===== src/rtl/sim_run_ctrl.sv =====
// Scripted run sequencer: clear PU, load program, set start address, start PU, wait for halt.
// Optional run_cycles counter/port is enabled by defining SIM_RUN_CTRL_CYCLE_COUNT_EN.
module sim_run_ctrl #(
    parameter int unsigned STOP_CYCLES    = 255,
    parameter int unsigned TIMEOUT_CYCLES = 1000000
) (
    input  logic        clk,
    input  logic        resetn,
    input  logic        run_req,
    input  logic [11:0] entry_addr,
    input  logic [2:0]  pu_state,
    input  logic        input_active,
    input  logic        output_active,
    output logic        btn_clear_pu,
    output logic        btn_start_input,
    output logic        pnl_do_arr_strt,
    output logic [11:0] pnl_arr_strt_value,
    output logic        btn_start_pulse,
    output logic        busy,
    output logic        done,
    output logic        timeout,
    output logic [2:0]  phase
`ifdef SIM_RUN_CTRL_CYCLE_COUNT_EN
    ,
    output logic [31:0] run_cycles
`endif
);

    typedef enum logic [2:0] {
        S_IDLE      = 3'd0,
        S_CLEAR     = 3'd1,
        S_LOAD      = 3'd2,
        S_WAIT_LOAD = 3'd3,
        S_SET_STRT  = 3'd4,
        S_RUN       = 3'd5,
        S_WAIT_RUN  = 3'd6,
        S_END       = 3'd7   // DONE or ERR, told apart by done/timeout
    } state_t;

    localparam logic [15:0] STOP_Q   = STOP_CYCLES[15:0];
    localparam logic [31:0] TMO_LAST = 32'(TIMEOUT_CYCLES - 1);

    state_t      state;
    logic [15:0] quiet_cnt;
    logic [31:0] tmo_cnt;
    logic        arm;

    logic        quiet;
    logic [15:0] quiet_nxt;
    logic        stop_hit;
    logic        tmo_hit;

    assign phase = state;

    // NOTE: every signal driven here gets a default first so no latch is inferred.
    always_comb begin
        quiet     = (pu_state == 3'o0) && !input_active && !output_active;
        quiet_nxt = '0;
        if (arm && quiet) begin
            quiet_nxt = (quiet_cnt == STOP_Q) ? quiet_cnt : quiet_cnt + 16'd1;
        end
        stop_hit = (quiet_nxt == STOP_Q);
        tmo_hit  = (tmo_cnt == TMO_LAST);
    end

    // NOTE: sequential state uses non-blocking assignments so all flops update together.
    always_ff @(posedge clk) begin
        if (!resetn) begin
            state              <= S_IDLE;
            btn_clear_pu       <= 1'b0;
            btn_start_input    <= 1'b0;
            pnl_do_arr_strt    <= 1'b0;
            pnl_arr_strt_value <= '0;
            btn_start_pulse    <= 1'b0;
            busy               <= 1'b0;
            done               <= 1'b0;
            timeout            <= 1'b0;
            quiet_cnt          <= '0;
            tmo_cnt            <= '0;
            arm                <= 1'b0;
`ifdef SIM_RUN_CTRL_CYCLE_COUNT_EN
            run_cycles         <= '0;
`endif
        end else begin
            btn_clear_pu    <= 1'b0;
            btn_start_input <= 1'b0;
            pnl_do_arr_strt <= 1'b0;
            btn_start_pulse <= 1'b0;
            case (state)
                S_IDLE, S_END: begin
                    if (run_req) begin
                        pnl_arr_strt_value <= entry_addr;
                        done               <= 1'b0;
                        timeout            <= 1'b0;
                        busy               <= 1'b1;
                        btn_clear_pu       <= 1'b1;
                        state              <= S_CLEAR;
                    end
                end
                S_CLEAR: begin
                    btn_start_input <= 1'b1;
                    state           <= S_LOAD;
                end
                S_LOAD: begin
                    quiet_cnt <= '0;
                    tmo_cnt   <= '0;
                    arm       <= 1'b0;
                    state     <= S_WAIT_LOAD;
                end
                S_WAIT_LOAD: begin
                    arm       <= arm | input_active;
                    quiet_cnt <= quiet_nxt;
                    tmo_cnt   <= tmo_cnt + 32'd1;
                    // A stop in the last allowed cycle beats the timeout.
                    if (stop_hit) begin
                        pnl_do_arr_strt <= 1'b1;
                        state           <= S_SET_STRT;
                    end else if (tmo_hit) begin
                        busy    <= 1'b0;
                        timeout <= 1'b1;
                        state   <= S_END;
                    end
                end
                S_SET_STRT: begin
                    btn_start_pulse <= 1'b1;
`ifdef SIM_RUN_CTRL_CYCLE_COUNT_EN
                    run_cycles      <= '0;
`endif
                    state           <= S_RUN;
                end
                S_RUN: begin
                    quiet_cnt <= '0;
                    tmo_cnt   <= '0;
                    arm       <= 1'b0;
                    state     <= S_WAIT_RUN;
                end
                S_WAIT_RUN: begin
                    arm        <= arm | (pu_state != 3'o0);
                    quiet_cnt  <= quiet_nxt;
                    tmo_cnt    <= tmo_cnt + 32'd1;
`ifdef SIM_RUN_CTRL_CYCLE_COUNT_EN
                    run_cycles <= run_cycles + 32'd1;
`endif
                    if (stop_hit) begin
                        busy  <= 1'b0;
                        done  <= 1'b1;
                        state <= S_END;
                    end else if (tmo_hit) begin
                        busy    <= 1'b0;
                        timeout <= 1'b1;
                        state   <= S_END;
                    end
                end
                default: state <= S_IDLE;
            endcase
        end
    end

endmodule


===== config.mk =====
export PLATFORM = sky130hd
export DESIGN_NAME = sim_run_ctrl
export DESIGN_NICKNAME = d
export VERILOG_FILES = /design/src/rtl/sim_run_ctrl.sv
export SDC_FILE = /design/constraint.sdc
export NUM_CORES = 1
export LEC_CHECK = 0
export BUFFER_PORTS_ARGS = -buffer_cell sky130_fd_sc_hd__buf_2
export CAP_MARGIN = 20
export CORE_MARGIN = 10
export CORE_UTILIZATION = 53
export CTS_CLUSTER_DIAMETER = 80
export DETAILED_ROUTE_END_ITERATION = 6
export GPL_TIMING_DRIVEN = 0
export PLACE_DENSITY = 0.76
export SLEW_MARGIN = 10
export SYNTH_ARGS = -nofsm -noshare
export SYNTH_HDL_FRONTEND = slang
export SYNTH_SLANG_ARGS = --single-unit

===== constraint.sdc =====
create_clock -name clk -period 2.2 [get_ports clk]
set_input_delay 0.44 -clock clk [delete_from_list [all_inputs] [get_ports clk]]
set_output_delay 0.44 -clock clk [all_outputs]
set_load 0.02 [all_outputs]

==> run metrics, run 1 <==
result of the run finished with violations; violated checks negative setup slack; drt wl/cell 16.8 um; GRT Residual Overflow 0; largest net degree at the start of global routing 13; TritonCTS clock tree yes; Pwr per Cell Area 590 mW/mm^2; multiplexer share of the synthesized area 6.72%; leakage power summed over all cells 1.75 nW; layout-stage area growth over the synthesis result 25.3%; Clock H-tree levels 3; most used flip-flop cell after synthesis sky130_fd_sc_hd__dfxtp_1; post-route fraction of the period consumed by the critical path 103%; post-detailed-placement half-perimeter wirelength 7.03 mm; count of pins on the block boundary 42; share of the synthesized area in compound gates (AO/OA/AOI/OAI) 17.2%; clk_skew 0.00870 ns; launch point of the worst reg-to-reg path quiet_cnt[3]; maximum vdd drop 0.371 mV; part of the Yosys area used for sequential elements 38.0%; drc violations 0; number of I/O port buffers 41; Nets 551; number of nets produced by synthesis 486; Async SR Flop Fraction 0%; Setup WS post-layout -0.0631 ns; type of element capturing the critical path register; global-route usage over all layers 18.1%; Critical Path Slowest Stage Cell sky130_fd_sc_hd__a2111oi_4; register clock-pin slew on the reported worst setup and hold paths 0.08 ns; main combinational cell family by area after synthesis simple AND/OR/NAND/NOR gates; Cells after Synth 464; final hold violation count 0; portion of synthesized cell area occupied by the leading cell type 38.0%; total design power 2.77 mW; Vias 3843; detailed-route vias per instance 6.10; sw frac 25.3%; dominant delay contributor by cell family on the critical path compound AO/OA/AOI/OAI gates; final weighted congestion of routability-driven global placement 0.892; number of synthesized flops with an enable pin 0; type of origin of the critical path register; layout cell share with drive strength beyond 1 27.5%; DP Cell Count 601; number of antenna violations at the first check in global routing 0; proportion of power drawn by combinational gates 9.3%; full die area 0.0108 sq mm; Pins Over Slew Limit 0; endpoint of the worst register-to-register path done; Distinct cells, synth 59; Seq pwr share 47.9%; placeable core region 0.00683 sq mm; final critical path time including I/O delays and setup 2.26 ns; most common cell after layout, fill and taps aside sky130_fd_sc_hd__dfxtp_1; worst min-delay path startpoint entry_addr[9]; vias in the first global route 3500; main area contributors after synthesis sky130_fd_sc_hd__dfxtp_1 38%, sky130_fd_sc_hd__nor2_1 6.0%, sky130_fd_sc_hd__a21oi_1 4.8%; number of max-capacitance violations reported 0; worst-path fanout max 9; setup slack at placement -0.503 ns; setup slack of the most critical reg-to-reg path -0.06 ns; transition time at the pin with the least slew margin 0.636 ns; Yosys warning count 0; worst-case clock buffer depth 2; total clock sinks 71; share of synthesized cell area in and, or, nand and nor gates 32.1%; xor-xnor portion of the synthesized cell area 1.17%; highest attainable clock frequency 0.442 GHz; most frequent cells in the layout 65 x sky130_fd_sc_hd__dfxtp_1, 57 x sky130_fd_sc_hd__nor2_1, 46 x sky130_fd_sc_hd__buf_2, 44 x sky130_fd_sc_hd__nand2_1, 35 x sky130_fd_sc_hd__a21oi_1; worst path arrival time 2.57 ns; final-report setup violation count 4; cell repeated most along the worst path sky130_fd_sc_hd__buf_6; Netlist Area Pre-Place 0.00374 sq mm; number of placement rows 30; Rel. slew slack 57.4%; final cell count without fillers 630; clock tree root driver cell sky130_fd_sc_hd__clkbuf_8; flip-flop and latch count after synthesis 71; adder-cell area share of the yosys netlist 0.668%; first-pass GRT wire length 16.7 mm; worst skew pair latency 0.35 ns; cell type contributing the most total cell area after synthesis sky130_fd_sc_hd__dfxtp_1; type of the worst min-delay path in -> reg; height of the die 104 um; clock buffers created by TritonCTS 9; switching power of the nets 700 uW; unrepaired setup endpoints after global routing true; internal power component 2.07 mW; Clock Power Share 42.8%; CTS hold repair buffers 0; TritonRoute pass-1 iters 6; Req. time, crit path 2.50 ns; count of inserted antenna diode cells 0; number of buffers and inverters on the critical path 2; highest cell delay on the worst timing path 0.44 ns; width of the chip 104 um; Final Routed Wirelength 10.6 mm; cell-by-cell trace of the critical path buf_6 > and4_1 > buf_6 > a41oi_2 > a2111oi_4 > o2111ai_2 > nor4_1 > o21a_1; fill cell count 556; r2r worst-path depth 8; Setup Crit Path Kind reg -> reg; mean instance size in the synthesized netlist 8.07 sq um; effective utilization at floorplan 54.8%; hold depth 3; hold-critical path endpoint pnl_arr_strt_value[9]; first-iteration detailed-routing DRC count 328; final antenna-violating net count 0
[logic make-up (layout without fill, tap and decap cells)]
logic type,after synthesis,after routing
compound gates,98,98
xor+xnor,5,5
fa+ha+maj,2,2
buf+inv,35,105
flops,71,71
mux,24,24
simple gates,229,229
[tightest hold or removal path: cells and delay by family]
kind | cells | cell delay, ns
and+or+nand+nor | 1 | 0.07
muxes | 1 | 0.05
buffers and inverters | 1 | 0.07
[Yosys cell counts (4+ instances only)]
| cell | n |
|---|---|
| sky130_fd_sc_hd__dfxtp_1 | 71 |
| sky130_fd_sc_hd__nor2_1 | 60 |
| sky130_fd_sc_hd__nand2_1 | 45 |
| sky130_fd_sc_hd__a21oi_1 | 36 |
| sky130_fd_sc_hd__nand3_1 | 27 |
| sky130_fd_sc_hd__clkbuf_1 | 17 |
| sky130_fd_sc_hd__nand4_1 | 17 |
| sky130_fd_sc_hd__o21ai_0 | 16 |
| sky130_fd_sc_hd__mux2i_1 | 15 |
| sky130_fd_sc_hd__nor3_1 | 14 |
| sky130_fd_sc_hd__and3_1 | 10 |
| sky130_fd_sc_hd__a31oi_1 | 9 |
| sky130_fd_sc_hd__mux2_2 | 9 |
| sky130_fd_sc_hd__or3_1 | 9 |
| sky130_fd_sc_hd__buf_2 | 8 |
| sky130_fd_sc_hd__o211ai_1 | 8 |
| sky130_fd_sc_hd__inv_1 | 7 |
| sky130_fd_sc_hd__nor4_1 | 7 |
| sky130_fd_sc_hd__a311oi_1 | 5 |
| sky130_fd_sc_hd__and2_1 | 5 |
| sky130_fd_sc_hd__and4_1 | 5 |
| sky130_fd_sc_hd__or2_2 | 5 |
| sky130_fd_sc_hd__a22oi_1 | 4 |
| sky130_fd_sc_hd__o21a_1 | 4 |
[metal layers]
layer,part of all wire [%],global-route usage (%),up-vias,wire length [um]
li1,-,-,1834,-
met1,43,22.8,1816,4530
met2,47,28.8,167,4960
met3,7.9,4.28,26,837
met4,2.4,7.55,0,251
met5,0,0,-,0
[state kept, by name (all words and copies together), names as in the netlist, 3 cells and up]
signal,flops
phase,3
quiet_cnt,16
tmo_cnt,32
pnl_arr_strt_value,12
[through the flow]
step | util [%] | instance area, sq um | setup TNS [ns] | hold WS (ns)
final | 68.7 | 4690 | -0.154 | 0.322
after global routing | 68.7 | 4690 | -0.687 | 0.335
after CTS | 64.7 | 4420 | -0.0444 | 0.317
after detailed placement | 59.6 | 4070 | -9.09 | 0.455
after global placement | 59.6 | 4070 | -7.70 | 0.441
after floorplan | - | 3740 | 0 | 0.452
[layout make-up]
type / count / area, sq um / area share [%]
clock inverter: 5 / 81.3 / 1.73
tap: 96 / 120 / 2.56
multi-input combinational: 358 / 2410 / 51.4
buffer: 26 / 159 / 3.39
timing repair buffer: 56 / 322 / 6.86
clock buffer: 11 / 141 / 3.01
sequential: 71 / 1430 / 30.5
inverter: 7 / 26.3 / 0.560
[worst max path at each step]
stage,from,to,slack [ns],cells after the start
floorplan,quiet_cnt[0],phase[2],0.01,7
global placement,phase[0],quiet_cnt[5],-0.43,8
detailed placement,phase[0],quiet_cnt[5],-0.50,8
CTS,phase[1],tmo_cnt[31],-0.04,8
global route,quiet_cnt[3],done,-0.16,8
finish,quiet_cnt[3],done,-0.06,8
[power groups by stage]
stage / Clock [mW] / Sequential (mW) / Combinational, mW
3_5_place_dp: 0 / 1.35 / 0.246
5_1_grt: 1.25 / 1.33 / 0.281
6_report: 1.18 / 1.33 / 0.256
3_3_place_gp: 0 / 1.35 / 0.243
4_1_cts: 1.19 / 1.32 / 0.250
2_1_floorplan: 0 / 1.38 / 0.130
[timing repair]
action                     in CTS  in global routing
setup endpoints to repair      49                 44
pin swaps                       5                 12
setup buffers                   3                 12
resized for setup              32                 44
(Power assumes the default switching activity.)
==> inputs of run 2 (changes only) <==
CORE_UTILIZATION = 50   (was 53)
PLACE_DENSITY = 0.73   (was 0.76)
==> run 2 against run 1 <==
Compared with the run above:
- the flow still finishes with violations (negative setup slack)
- cell area down 1.7%
- wire length down 3.6%
- highest routed layer unchanged
- critical path type unchanged
- worst hold slack worse by 0.0096 ns
- fmax up 2.5%
- sequential cell count unchanged
- worst setup slack better by 0.056 ns
- clock power up 8%
- clock skew up 0.0037 ns
- core utilization down 5.1 points
- combinational power about the same
- via count down 2.4%
- critical endpoint is now phase[2]
==> run metrics, run 2 (synthesized netlist as in run 1, its figures left out) <==
full die area 0.0114 sq mm (+4.8%); count of inserted antenna diode cells 0 (unchanged); worst-path fanout max 9 (unchanged); setup slack of the most critical reg-to-reg path -0.007 ns (+0.06 ns); TritonCTS clock tree yes; worst path arrival time 2.50 ns (-0.07 ns); fill cell count 658 (+18%); Nets 543 (-1.5%); TritonRoute pass-1 iters 4 (-2); final critical path time including I/O delays and setup 2.21 ns (-0.0559 ns); largest register by flop count tmo_cnt; maximum vdd drop 0.435 mV (+17%); type of origin of the critical path register; unrepaired setup endpoints after global routing true; Vias 3749 (-2.4%); layout cell share with drive strength beyond 1 27.2% (-0.34 points); Pwr per Cell Area 618 mW/mm^2 (+4.9%); count of pins on the block boundary 42 (unchanged); global-route usage over all layers 17.2% (-0.91 points); leakage power summed over all cells 1.68 nW (-3.9%); Seq pwr share 46.5% (-1.4 points); Critical Path Slowest Stage Cell sky130_fd_sc_hd__or3_4; post-detailed-placement half-perimeter wirelength 6.87 mm (-2.2%); highest cell delay on the worst timing path 0.44 ns (about the same); most common cell after layout, fill and taps aside sky130_fd_sc_hd__dfxtp_1; result of the run finished with violations; first-pass GRT wire length 16.1 mm (-3.8%); number of buffers and inverters on the critical path 2 (unchanged); critical path depth in cells 8 (unchanged); final-report setup violation count 1 (-3); detailed-route vias per instance 6.00 (-1.7%); final cell count without fillers 625 (-0.79%); final hold violation count 0 (unchanged); most frequent cells in the layout 58 x sky130_fd_sc_hd__dfxtp_1, 57 x sky130_fd_sc_hd__nor2_1, 44 x sky130_fd_sc_hd__buf_2, 44 x sky130_fd_sc_hd__nand2_1, 34 x sky130_fd_sc_hd__a21oi_1; highest attainable clock frequency 0.453 GHz (+2.5%); drt wl/cell 16.3 um (-2.9%); CTS hold repair buffers 0 (unchanged); violated checks negative setup slack; Setup crit end phase[2]; register clock-pin slew on the reported worst setup and hold paths 0.08 ns (about the same); type of element capturing the critical path register; total design power 2.85 mW (+3.1%); Req. time, crit path 2.49 ns (about the same); switching power of the nets 700 uW (about the same); transition time at the pin with the least slew margin 0.613 ns (-0.0226 ns); first-iteration detailed-routing DRC count 226 (-31%); clock tree root driver cell sky130_fd_sc_hd__clkbuf_8; DP Cell Count 604 (+0.50%); clk_skew 0.0124 ns (+0.00365 ns); dominant delay contributor by cell family on the critical path compound AO/OA/AOI/OAI gates; number of flip-flops under the largest register name 32 (unchanged); cell-by-cell trace of the critical path buf_6 > and4_1 > buf_6 > a41oi_4 > a2111oi_4 > o2111ai_2 > or3_4 > a31oi_4; Pins Over Slew Limit 0 (unchanged); proportion of power drawn by combinational gates 8.9% (-0.4 points); clock buffers created by TritonCTS 9 (unchanged); cell repeated most along the worst path sky130_fd_sc_hd__buf_6; GRT Residual Overflow 0 (unchanged); endpoint of the worst register-to-register path phase[2]; sw frac 24.5% (-0.78 points); Clock Power Share 44.6% (+1.8 points); placeable core region 0.00725 sq mm (+6.2%); final non-filler cell area 0.00461 sq mm (-1.7%); Clock H-tree levels 3 (unchanged); internal power component 2.15 mW (+4.2%); placed instance area 0.00407 sq mm (about the same); width of the chip 107 um (+2.4%); Setup WS post-layout -0.00714 ns (+0.0559 ns); r2r worst-path depth 8 (unchanged); layout-stage area growth over the synthesis result 23.2%; final antenna-violating net count 0 (unchanged); worst skew pair latency 0.35 ns (about the same); vias in the first global route 3365 (-3.9%); final weighted congestion of routability-driven global placement 0.944 (+5.8%); Worst setup startpoint quiet_cnt[3]; Rel. slew slack 58.9% (+1.5 points); drc violations 0 (unchanged); worst-case clock buffer depth 2 (unchanged); Setup Crit Path Kind reg -> reg; largest net degree at the start of global routing 14 (+1); total clock sinks 71 (unchanged); type of the worst min-delay path in -> reg; number of max-capacitance violations reported 0 (unchanged); post-route fraction of the period consumed by the critical path 100% (-2.5 points); effective utilization at floorplan 51.6% (-3.2 points); height of the die 107 um (+2.4%); number of I/O port buffers 41 (unchanged); Largest regs tmo_cnt: 32 flops, quiet_cnt: 16 flops, pnl_arr_strt_value: 12 flops; number of antenna violations at the first check in global routing 0 (unchanged); launch point of the worst reg-to-reg path quiet_cnt[3]; Final Routed Wirelength 10.2 mm (-3.6%); number of placement rows 31 (+3.3%)
run 2: cell types whose count changed in the layout (fill, tap and decap cells not counted), moves of 2 or more:
cell | previous run | this run
sky130_fd_sc_hd__a21oi_2 | 0 | 2
sky130_fd_sc_hd__buf_2 | 46 | 44
sky130_fd_sc_hd__buf_4 | 15 | 8
sky130_fd_sc_hd__clkbuf_2 | 2 | 4
sky130_fd_sc_hd__dfxtp_1 | 65 | 58
sky130_fd_sc_hd__dfxtp_2 | 5 | 12
run 2: layer usage:
layer / routed length, um / GRT usage, %
met4: 265 / 5.71
met2: 4700 / 27.5
met5: 0 / 0
met1: 4400 / 21.7
met3: 830 / 4.89
run 2: worst min-delay path, stage by stage:
cell and delay, ns:
sky130_fd_sc_hd__buf_2 0.07, sky130_fd_sc_hd__mux2i_1 0.05, sky130_fd_sc_hd__nor2_1 0.07
run 2: worst min-delay path by stage:
stage | start | to | slack, ns | cells past startpoint
final | entry_addr[1] | pnl_arr_strt_value[1] | 0.31 | 3
after global routing | entry_addr[2] | pnl_arr_strt_value[2] | 0.31 | 3
after CTS | entry_addr[9] | pnl_arr_strt_value[9] | 0.31 | 3
after detailed placement | done | done | 0.46 | 1
after global placement | done | done | 0.45 | 1
after floorplan | tmo_cnt[5] | tmo_cnt[5] | 0.45 | 2
run 2: repair_timing:
action | CTS | global route
gates cloned | 0 | 0
setup buffers | 3 | 5
pin swaps | 5 | 14
endpoints found under the setup margin | 48 | 43
resized for setup | 25 | 50
run 2: metrics by stage:
step | util [%] | setup WS [ns] | setup TNS, ns | hold slack (ns)
after floorplan | - | 0.0137 | 0 | 0.452
after global placement | 56.2 | -0.366 | -7.19 | 0.447
after detailed placement | 56.2 | -0.405 | -7.76 | 0.455
after CTS | 61.0 | -0.0320 | -0.118 | 0.305
after global routing | 63.6 | -0.102 | -0.245 | 0.307
final | 63.6 | -0.00714 | -0.00714 | 0.313
run 2: layout make-up:
cell class	instances	area [sq um]	share of cell area, %
multi-input combinational	358	2360	51.2
sequential	71	1440	31.2
timing repair buffer	49	265	5.75
buffer	25	151	3.28
clock buffer	9	124	2.69
tap	99	124	2.69
clock inverter	7	120	2.60
inverter	7	26.3	0.570
run 2: power by group through the flow:
| stage | logic [mW] | registers [mW] | clock network [mW] |
|---|---|---|---|
| floorplan | 0.130 | 1.38 | 0 |
| global placement | 0.244 | 1.35 | 0 |
| detailed placement | 0.246 | 1.35 | 0 |
| CTS | 0.245 | 1.33 | 1.29 |
| global route | 0.280 | 1.33 | 1.36 |
| finish | 0.254 | 1.33 | 1.27 |
==> inputs of run 3 (changes only) <==
HOLD_SLACK_MARGIN = 0.05   (was not set)
PLACE_DENSITY = not set   (was 0.73)
PLACE_DENSITY_LB_ADDON = 0.1   (was not set)
==> run 3 against run 2 <==
Compared with the run above:
- the flow still finishes with violations (negative setup slack)
- largest power group unchanged
- sequential power barely moved
- via count barely moved
- clock skew fell by 0.0032 ns
- clock power fell by 7%
- worst hold slack improved by 0.0062 ns
- sequential cell count did not move
- non-clock buffer count rose by 3
==> run metrics, run 3 (synthesized netlist as in run 1, its figures left out) <==
type of origin of the critical path register; Setup WS post-layout -0.0526 ns (-0.0454 ns); type of the worst min-delay path in -> reg; transition time at the pin with the least slew margin 0.643 ns (+0.0300 ns); final critical path time including I/O delays and setup 2.25 ns (+0.0454 ns); maximum vdd drop 0.352 mV (-19%); width of the chip 107 um (unchanged); layout-stage area growth over the synthesis result 23.8%; number of placement rows 31 (unchanged); r2r worst-path depth 7 (-1); launch point of the worst reg-to-reg path quiet_cnt[1]; number of max-capacitance violations reported 0 (unchanged); register clock-pin slew on the reported worst setup and hold paths 0.08 ns (about the same); Routed met2 length 4.86 mm (+3.5%); Vias 3752 (+0.080%); full die area 0.0114 sq mm (unchanged); Pins Over Slew Limit 0 (unchanged); drt wl/cell 16.7 um (+2.6%); Setup Crit Path Kind reg -> reg; endpoint of the worst register-to-register path phase[2]; most frequent cells in the layout 59 x sky130_fd_sc_hd__dfxtp_1, 58 x sky130_fd_sc_hd__nor2_1, 44 x sky130_fd_sc_hd__nand2_1, 42 x sky130_fd_sc_hd__buf_2, 34 x sky130_fd_sc_hd__a21oi_1; switching power of the nets 695 uW (-0.64%); clock buffers created by TritonCTS 9 (unchanged); length of routed wiring on met1 4.64 mm (+5.5%); Req. time, crit path 2.47 ns (-0.02 ns); worst skew pair latency 0.35 ns (about the same); Clock H-tree levels 3 (unchanged); internal power component 2.06 mW (-4.1%); Clock Power Share 42.7% (-1.9 points); layout cell share with drive strength beyond 1 28.2% (+0.98 points); first-pass GRT wire length 16.7 mm (+3.5%); highest routed layer met4; final worst hold slack 0.319 ns (+0.00623 ns); final antenna-violating net count 0 (unchanged); TritonRoute pass-1 iters 5 (+1); post-detailed-placement half-perimeter wirelength 7.03 mm (+2.3%); Worst setup startpoint quiet_cnt[1]; final cell count without fillers 628 (+0.48%); drc violations 0 (unchanged); number of I/O port buffers 41 (unchanged); result of the run finished with violations; final-report setup violation count 1 (unchanged); global-route usage over all layers 17.7% (+0.53 points); vias in the first global route 3462 (+2.9%); highest attainable clock frequency 0.444 GHz (-2.0%); most common cell after layout, fill and taps aside sky130_fd_sc_hd__dfxtp_1; detailed-route vias per instance 5.97 (-0.40%); worst-case clock buffer depth 2 (unchanged); Sum Neg Setup Slack -0.0526 ns (-0.0454 ns); Final Routed Wirelength 10.5 mm (+3.1%); fill cell count 648 (-1.5%); Nets 546 (+0.55%); post-route fraction of the period consumed by the critical path 102% (+2.1 points); number of flip-flops under the largest register name 32 (unchanged); DP Cell Count 604 (unchanged); sw frac 25.2% (+0.66 points); final hold violation count 0 (unchanged); Pwr per Cell Area 595 mW/mm^2 (-3.7%); Largest regs tmo_cnt: 32 flops, quiet_cnt: 16 flops, pnl_arr_strt_value: 12 flops; Seq pwr share 48.0% (+1.5 points); proportion of power drawn by combinational gates 9.3% (+0.4 points); count of pins on the block boundary 42 (unchanged); largest register by flop count tmo_cnt; type of element capturing the critical path register; height of the die 107 um (unchanged); Setup crit end phase[2]; number of antenna violations at the first check in global routing 0 (unchanged); total clock sinks 71 (unchanged); unrepaired setup endpoints after global routing true; violated checks negative setup slack; GRT Residual Overflow 0 (unchanged); worst-path fanout max 8 (-1); largest net degree at the start of global routing 13 (-1); effective utilization at floorplan 51.6% (unchanged); final weighted congestion of routability-driven global placement 0.957 (+1.5%); placeable core region 0.00725 sq mm (unchanged); Met3 Routed Length 791 um (-4.7%); clock tree root driver cell sky130_fd_sc_hd__clkbuf_8; setup slack of the most critical reg-to-reg path -0.05 ns (-0.05 ns); Rel. slew slack 57.1% (-1.8 points); TritonCTS clock tree yes; total design power 2.76 mW (-3.2%); leakage power summed over all cells 1.70 nW (+0.86%); worst path arrival time 2.52 ns (+0.02 ns); CTS hold repair buffers 0 (unchanged); clk_skew 0.00914 ns (-0.00321 ns); count of inserted antenna diode cells 0 (unchanged); first-iteration detailed-routing DRC count 225 (-0.44%)
## run 3: changes by cell type in the layout (fill, tap and decap cells not counted), moves of 2 or more
cell	previous run	this run
sky130_fd_sc_hd__clkbuf_4	1	4
sky130_fd_sc_hd__buf_6	6	4
sky130_fd_sc_hd__dfxtp_2	12	9
sky130_fd_sc_hd__buf_2	44	42
sky130_fd_sc_hd__nor2_2	3	1
sky130_fd_sc_hd__buf_4	8	15
sky130_fd_sc_hd__dfxtp_4	1	3
## run 3: cell type report
| type | instances | area [sq um] | share of cell area, % |
|---|---|---|---|
| flip-flops and latches | 71 | 1440 | 31.1 |
| plain buffers | 22 | 136 | 2.94 |
| repair buffers | 55 | 310 | 6.69 |
| inverters | 7 | 26.3 | 0.567 |
| well taps | 99 | 124 | 2.67 |
| multi-input cells | 358 | 2370 | 51.2 |
| clock inverters | 5 | 81.3 | 1.75 |
| clock buffers | 11 | 141 | 3.05 |
## run 3: worst min path at each step
stage	startpoint	to	slack, ns	depth (start not counted)
after detailed placement	timeout	timeout	0.44	2
final	entry_addr[0]	pnl_arr_strt_value[0]	0.32	3
after floorplan	tmo_cnt[5]	tmo_cnt[5]	0.45	2
after CTS	entry_addr[1]	pnl_arr_strt_value[1]	0.31	3
after global routing	entry_addr[2]	pnl_arr_strt_value[2]	0.32	3
after global placement	timeout	timeout	0.45	2
## run 3: timing repair
action / CTS / global route
endpoints found under the hold margin: 0 / 0
resized for setup: 29 / 53
pin swaps: 4 / 12
buffers inserted: 1 / 13
endpoints found under the setup margin: 56 / 45
## run 3: power by group through the flow
stage                     Combinational, mW  Clock [mW]  Sequential, mW
final                                 0.257        1.18            1.32
after floorplan                       0.130           0            1.38
after global routing                  0.283        1.25            1.33
after detailed placement              0.248           0            1.35
after CTS                             0.248        1.19            1.33
after global placement                0.245           0            1.35
## run 3: critical path: stages (launching register included)
cell	delay, ns
sky130_fd_sc_hd__dfxtp_2	0.41
sky130_fd_sc_hd__ha_4	0.21
sky130_fd_sc_hd__nand3_4	0.16
sky130_fd_sc_hd__nor4_4	0.37
sky130_fd_sc_hd__xnor2_2	0.17
sky130_fd_sc_hd__o221ai_2	0.21
sky130_fd_sc_hd__or3_4	0.46
sky130_fd_sc_hd__a31oi_4	0.18
## run 3: stage by stage
stage	area [sq um]	worst slack [ns]	utilization [%]
3_5_place_dp	4070	-0.410	56.2
4_1_cts	4420	-0.000435	60.9
5_1_grt	4640	-0.109	63.9
3_3_place_gp	4070	-0.416	56.2
2_1_floorplan	3740	0.0137	-
6_report	4640	-0.0526	63.9
## run 3: routing by layer
layer | GRT usage [%] | vias to the layer above
met4 | 7.64 | 0
met3 | 4.65 | 18
met1 | 22.5 | 1769
met2 | 27.7 | 139
met5 | 0 | -
li1 | - | 1826
